==> config.mk <==
export PLATFORM = sky130hd
export DESIGN_NAME = scalar_wb_unit
export DESIGN_NICKNAME = d
export VERILOG_FILES = /design/src/rtl/scalar_wb_unit.sv
export SDC_FILE = /design/constraint.sdc
export NUM_CORES = 1
export LEC_CHECK = 0
export CORE_ASPECT_RATIO = 1.2
export CORE_MARGIN = 2
export CORE_UTILIZATION = 48
export DETAILED_ROUTE_END_ITERATION = 10
export GPL_TIMING_DRIVEN = 0
export PLACE_DENSITY = 0.87
export SYNTH_ARGS = -nofsm -noshare
export SYNTH_HDL_FRONTEND = slang
export SYNTH_SLANG_ARGS = --single-unit
==> constraint.sdc <==
create_clock -name clk -period 2.8 [get_ports clk]
set_input_delay 0.7 -clock clk [delete_from_list [all_inputs] [get_ports clk]]
set_output_delay 0.7 -clock clk [all_outputs]
set_load 0.02 [all_outputs]
==> src/rtl/scalar_wb_unit.sv <==
// Writeback sequencer in front of the scalar register file: reservation FIFO, pend_vec, 2-step write.
// Define SCALAR_WB_BYPASS_EN to add the fwd_valid/fwd_addr/fwd_data commit-cycle bypass outputs.
module scalar_wb_unit #(
    parameter int unsigned DATA_WIDTH   = 32,
    parameter int unsigned NUM_ESC_REGS = 32,
    parameter int unsigned AW           = 5,
    parameter int unsigned DEPTH        = 4
) (
    input  logic                    clk,
    input  logic                    rst_n,
    input  logic                    rsv_valid,
    output logic                    rsv_ready,
    input  logic [AW-1:0]           rsv_addr,
    input  logic                    res_valid,
    output logic                    res_ready,
    input  logic [DATA_WIDTH-1:0]   res_data,
    input  logic                    flush,
    input  logic                    esc_w_busy,
    output logic                    we,
    output logic [AW-1:0]           esc_addr_w,
    output logic [DATA_WIDTH+1:0]   write_data,
    output logic [NUM_ESC_REGS-1:0] pend_vec,
`ifdef SCALAR_WB_BYPASS_EN
    output logic                    fwd_valid,
    output logic [AW-1:0]           fwd_addr,
    output logic [DATA_WIDTH-1:0]   fwd_data,
`endif
    output logic                    fifo_full,
    output logic                    fifo_empty
);

    localparam int unsigned IW = $clog2(DEPTH);
    localparam int unsigned PW = IW + 1;

    typedef enum logic [1:0] {StIdle, StWait, StCommit} state_e;

    state_e                  state_q;
    logic [AW-1:0]           addr_mem_q [DEPTH];
    logic [PW-1:0]           wr_ptr_q, rd_ptr_q, count;
    logic [AW-1:0]           head_addr;
    logic [NUM_ESC_REGS-1:0] pend_d, flush_mask;
    logic                    in_progress, commit, start, rsv_accept, res_fire;

    assign count       = wr_ptr_q - rd_ptr_q;
    assign head_addr   = addr_mem_q[rd_ptr_q[IW-1:0]];
    assign fifo_empty  = (wr_ptr_q == rd_ptr_q);
    assign fifo_full   = (wr_ptr_q[PW-1] != rd_ptr_q[PW-1]) &&
                         (wr_ptr_q[PW-2:0] == rd_ptr_q[PW-2:0]);
    assign in_progress = (state_q != StIdle);
    assign commit      = (state_q == StCommit);
    // flush wins over a same-cycle reservation, so it also masks the handshake
    assign rsv_ready   = !fifo_full && !pend_vec[rsv_addr] && !flush;
    assign rsv_accept  = rsv_valid && rsv_ready;
    assign res_fire    = res_valid && res_ready;
    assign start       = (state_q == StIdle) && !fifo_empty && !esc_w_busy && !flush;

`ifdef SCALAR_WB_BYPASS_EN
    assign fwd_valid = commit;
    assign fwd_addr  = esc_addr_w;
    assign fwd_data  = write_data[DATA_WIDTH-1:0];
`endif

    // Destinations of queued entries that a flush discards; an in-progress head survives.
    always_comb begin
        flush_mask = '0;
        for (int unsigned i = 0; i < DEPTH; i++) begin
            if ((PW'(i) < count) && !((i == 0) && in_progress)) begin
                flush_mask[addr_mem_q[IW'(rd_ptr_q[IW-1:0] + IW'(i))]] = 1'b1;
            end
        end
    end

    always_comb begin
        pend_d = pend_vec;
        if (commit) pend_d[head_addr] = 1'b0;
        if (flush) pend_d = pend_d & ~flush_mask;
        if (rsv_accept) pend_d[rsv_addr] = 1'b1;
    end

    always_ff @(posedge clk) begin
        if (rsv_accept) addr_mem_q[wr_ptr_q[IW-1:0]] <= rsv_addr;
    end

    always_ff @(posedge clk or negedge rst_n) begin
        if (!rst_n) begin
            wr_ptr_q <= '0;
            rd_ptr_q <= '0;
            pend_vec <= '0;
        end else begin
            pend_vec <= pend_d;
            if (commit) rd_ptr_q <= rd_ptr_q + PW'(1);
            if (flush) begin
                wr_ptr_q <= rd_ptr_q + PW'(in_progress);
            end else if (rsv_accept) begin
                wr_ptr_q <= wr_ptr_q + PW'(1);
            end
        end
    end

    always_ff @(posedge clk or negedge rst_n) begin
        if (!rst_n) begin
            state_q    <= StIdle;
            we         <= 1'b0;
            esc_addr_w <= '0;
            write_data <= '0;
            res_ready  <= 1'b0;
        end else begin
            we <= 1'b0;
            unique case (state_q)
                StIdle: begin
                    if (start) begin
                        we         <= 1'b1;
                        esc_addr_w <= head_addr;
                        write_data <= '0;
                        res_ready  <= 1'b1;
                        state_q    <= StWait;
                    end
                end
                StWait: begin
                    if (res_fire) begin
                        write_data <= {2'b11, res_data};
                        res_ready  <= 1'b0;
                        state_q    <= StCommit;
                    end
                end
                StCommit: begin
                    write_data <= '0;
                    state_q    <= StIdle;
                end
                default: state_q <= StIdle;
            endcase
        end
    end

endmodule

== Word-level counts from Yosys, hierarchy flattened ==
Memories as Yosys holds them, arrays and structs flattened.
Cells that the tools add are included.

* Shift-type cells: 0
* Multiply operators: 0
* Equal/unequal tests: 7
* $add $sub $neg: 7
* Multiplexer cells: 34
* Div/mod/pow operators: 0
* Reduce and logical (&&, ||, !) cells: 29
* Bitwise operators: 8
* Order comparisons: 14

{| class="wikitable"
|+ Operator list
! kind !! number
|-
| $mux W32 || 7
|-
| $or A32 B32 Y32 || 4
|-
| $pmux W34 S3 || 1
|-
| $mux W34 || 2
|-
| $and A32 B32 Y32 || 2
|-
| $not A32 Y32 || 2
|-
| $lt A5 B6 Y1 const B || 5
|-
| $demux W1 S5 || 5
|-
| $ge A5 B1 Y1 const B || 5
|-
| $logic_and A1 B1 Y1 || 14
|-
| $mux W1 || 12
|-
| $add A3 B1 Y3 const B || 2
|-
| $logic_not A1 Y1 || 6
|-
| $lt A1 B3 Y1 const A || 2
|-
| $lt A2 B3 Y1 const A || 2
|-
| $mux W3 || 2
|-
| $reduce_and A3 Y1 || 2
|-
| $reduce_bool A2 Y1 || 3
|-
| $bmux W1 S5 || 1
|-
| $add A2 B2 Y2 const B || 2
|-
| $mux W2 || 2
|-
| $ne A2 B2 Y1 const B || 2
|-
| $pmux W2 S2 || 1
|-
| $reduce_and A2 Y1 || 2
|-
| 11 further kinds || 11
|}

* Logic and storage cells: 108
* Memory bits (read-only): 0
* Latch bits: 0
* RAM bits: 20
* Output and inout port bits: 76
* Input bits: 43
* Register bits: 81
* Memories: 1

{| class="wikitable"
|+ Memory list
! name !! words !! bits a word !! read ports !! clocked after Yosys merged registers in !! write ports !! line !! source
|-
| addr_mem_q || 4 || 5 || 4 || 0 || 1 || 38 || <nowiki>logic [AW-1:0] addr_mem_q [DEPTH];</nowiki>
|}

== Logic depth before layout (Yosys ltp) ==
An unclocked memory read counts as a cell.

* Word-level depth: 17
* Gate-level depth with buffers: 10
* Gate-level depth less buffers: 9

== Worst setup path after synthesis ==
No wires, ideal clock.

* Path kind: input -> output
* From: input rsv_addr[1]
* To: output rsv_ready
* Arrival: 2.342 ns
* Data required time: 2.100 ns
* Cell stages on the path: 6
* Setup slack: -0.242 ns
* Path through: buf_2 -> mux2_1 -> and4_4 -> a2111oi_4 -> nand4_4 -> nor2_1

* Word-level cells in the longest chain between the ends: 5

{| class="wikitable"
|+ RTL lines
! item !! line !! source
|-
| from (decl) || 13 || <nowiki>input logic [AW-1:0] rsv_addr,</nowiki>
|-
| $bmux W1 S5 || 52 || <nowiki>assign rsv_ready = !fifo_full && !pend_vec[rsv_addr] && !flush;</nowiki>
|-
| $mux W1 (not written as such) || 52 ||
|-
| $logic_not A1 Y1 || 52 ||
|-
| $logic_and A1 B1 Y1 (2 in series) || 52 ||
|-
| to (decl) || 12 || <nowiki>output logic rsv_ready,</nowiki>
|}

No other way between the ends. The select of a mux whose other input is x is not followed.

== Worst setup path after layout ==
* From: register rd_ptr_q[1]
* To: output rsv_ready

* Word-level cells in the longest chain between the ends: 5

{| class="wikitable"
|+ RTL lines
! item !! line !! source
|-
| from (decl) || 39 || <nowiki>logic [PW-1:0] wr_ptr_q, rd_ptr_q, count;</nowiki>
|-
| from (signal assigned) || 91 || <nowiki>if (commit) rd_ptr_q <= rd_ptr_q + PW'(1);</nowiki>
|-
| $eq A2 B2 Y1 || 48 || <nowiki>(wr_ptr_q[PW-2:0] == rd_ptr_q[PW-2:0]);</nowiki>
|-
| $logic_and A1 B1 Y1 || 47 || <nowiki>assign fifo_full = (wr_ptr_q[PW-1] != rd_ptr_q[PW-1]) &&</nowiki>
|-
| $logic_not A1 Y1 || 52 ||
|-
| $logic_and A1 B1 Y1 (2 in series) || 52 ||
|}

No other way between the ends.

==> out/metrics.yaml <==
outcome: "finished, violations left"
violations: "setup timing"
met3_length_mm: 1.985
drcViolationCount: 0
synthToLayoutAreaGrowth_pct: 39.82
diodes: 0
reg2reg_slack_ns: 0.06
die_h_um: 127.0
met2_length_mm: 10.98
leakage_nw: 3.318
synth.most_common_cell: "dfrtp_1"
port_buffers: 118
synth_area_um2: 6052
synth_nets: 603
ys.warnings.count: 0
highest_layer: "met4"
clk_latency_ns: 0.36
grt_overflow: 0
grt_max_degree: 73
synth_ff_type: "dfrtp_1"
cts_root_buf: "clkbuf_16"
path_max_fanout: 5
max_freq_ghz: 0.3476
setup_violations: 1
cts_buffer_depth: 2
place_congestion: 1.023
clock_sinks: 100
syn_inst: 550
maxSlewViolCount: 0
setup_ws_ns: -0.07723
crit_type: "reg -> out"
finish.net_count: 759
initial_core_util_pct: 49.52
ant_nets: 0
yosys-top-cells-area: "dfrtp_1 33%, edfxtp_1 9.9%, mux4_2 8.9%"
yosysUniqueCellTypes: 80
drive_gt1_share_pct: 24.61
finClkSkew_ns: 0.01096
synth_commonest_cells: "80 x dfrtp_1, 58 x nand2_1, 35 x a22o_1"
crit_required_ns: 2.10
ctsHoldBuffers: 0
rsz0062_at_grt: "yes"
row_count: 44
cts_made_buffers: 9
htree_levels: 3
grt_pass1_wl_mm: 33.36
wirelength_mm: 22.85
drv_cap: 0
syn_area_per_cell_um2: 11.00
antenna_found_initial: 0
synth_edf_count: 20
hold_viol: 0
slew_headroom_pct: 49.06
dieWidth_um: 106.5
worst_pin_slew_ns: 0.7613
grt_pass1_vias: 5718
power.density_nw_per_um2: 1285
yosys.area.top_type: "dfrtp_1"
wire_per_inst_um: 26.20
crit_arrival_ns: 2.18
hold_class: "in -> async"
grt_usage_pct: 33.34
final.min_clock_period_ns: 2.877
hpwl_mm: 16.55
ir_worst_vdd_uv: 846.3
dr.first_iter.drc_count: 592
pin_count: 119
start_kind: "flip-flop"
end_kind: "output pin"
met1_length_mm: 8.209
vias: 5776
finalCritPeriodShare_pct: 102.8
hold_slack_ns: 0.1559
synth_top_area_share_pct: 33.08
die-area_um2: 13530
fill_cells: 896
ys_ff_latch: 100
cts_tree: "yes"
tns_ns: -0.07723
place_ws_ns: -1.533
via_per_inst: 6.624
yosysSeqAreaShare_pct: 43.00
fp.coreArea_um2: 12220
async_flop_share_pct: 80.00
dr.pass1.iters: 6
clk_pin_slew_ns: 0.08
## per-stage QoR
stage	power (W)	utilization [%]	std cells	area [um2]
after detailed placement	0.008468	61.23	830	7483
after floorplan	0.006084	-	550	6076
final	0.01087	69.24	872	8462
after global placement	0.008366	61.03	829	7458
after global routing	0.01130	69.24	872	8462
after CTS	0.01018	66.21	857	8092
## placed cells by master (no fill, tap or decap), types with 14 or more instances in the layout
cell,instances
a22o_1,35
buf_4,28
clkbuf_1,16
clkdlybuf4s50_1,108
dfrtp_1,77
edfxtp_1,20
mux4_2,24
nand2_1,57
nand3_1,14
nor2_1,22
o21ai_0,14
o22ai_1,21
## where the power goes
part / total [W] / switching (W) / internal [W]
combinational: 0.00702 / 0.00405 / 0.00297
sequential: 0.00250 / 0.000477 / 0.00203
clock: 0.00135 / 0.000621 / 0.000729
total: 0.0109 / 0.00515 / 0.00573
## cell type report
| type | instances | area [um2] | area share (%) |
|---|---|---|---|
| plain buffers | 33 | 241.5 | 2.854 |
| clock buffers | 11 | 275.3 | 3.253 |
| clock inverters | 5 | 47.55 | 0.5619 |
| inverters | 14 | 55.05 | 0.6506 |
| multi-input cells | 401 | 3573 | 42.23 |
| flip-flops and latches | 100 | 2606 | 30.80 |
| well taps | 161 | 201.4 | 2.381 |
| repair buffers | 147 | 1461 | 17.27 |
## registers in the layout, summed over array words and instances, names as in the netlist
name        cells
write_data     33
we              1
esc_addr_w      5
pend_vec       32
addr_mem_q     20
wr_ptr_q        3
rd_ptr_q        3
res_ready       1
state_q         2
## worst paths after layout
kind | from | endpoint | cells after the start
max in group asynchronous | rst_n | rd_ptr_q[0]$_DFFE_PN0N_ | 2
worst max register to register | rd_ptr_q[0]$_DFFE_PN0N_ | pend_vec[4]$_DFF_PN0_ | 8
worst max-delay path | rd_ptr_q[1]$_DFFE_PN0N_ | rsv_ready | 9
min in group clk | esc_addr_w[4]$_DFFE_PN0P_ | esc_addr_w[4]$_DFFE_PN0P_ | 2
worst min register to register | esc_addr_w[4]$_DFFE_PN0P_ | esc_addr_w[4]$_DFFE_PN0P_ | 2
worst min-delay path | rst_n | pend_vec[9]$_DFF_PN0_ | 1
## kinds of logic after synthesis
family	count (synthesis)	share of synthesized area, %
fa+ha+maj	10	2.191
buf+inv	49	3.659
simple gates	188	17.30
mux	36	11.00
compound gates	161	21.50
flops	100	43.00
xor+xnor	6	1.344
## what timing repair did
item / in CTS / in global routing
endpoints found under the setup margin: 88 / 64
endpoints found under the hold margin: 0 / 0
cloned: 0 / 1
gates resized for setup: 84 / 57
pin swaps: 8 / 7
setup buffers: 12 / 15
## worst max-delay path, cell delays in order, from the launching register on
cell	delay [ns]
dfrtp_2	0.48
buf_8	0.16
inv_4	0.06
ha_4	0.21
nand2_4	0.07
nor2_4	0.05
a2111oi_4	0.35
nand4_4	0.20
nor2_4	0.12
buf_6	0.13
## layer usage
metal | GRT usage (%) | up-vias
met5 | 0 | -
met1 | 39.16 | 2814
met4 | 21.16 | 0
met3 | 6.378 | 100
li1 | - | 2461
met2 | 56.15 | 401
Power figures use the tool's default switching activity.
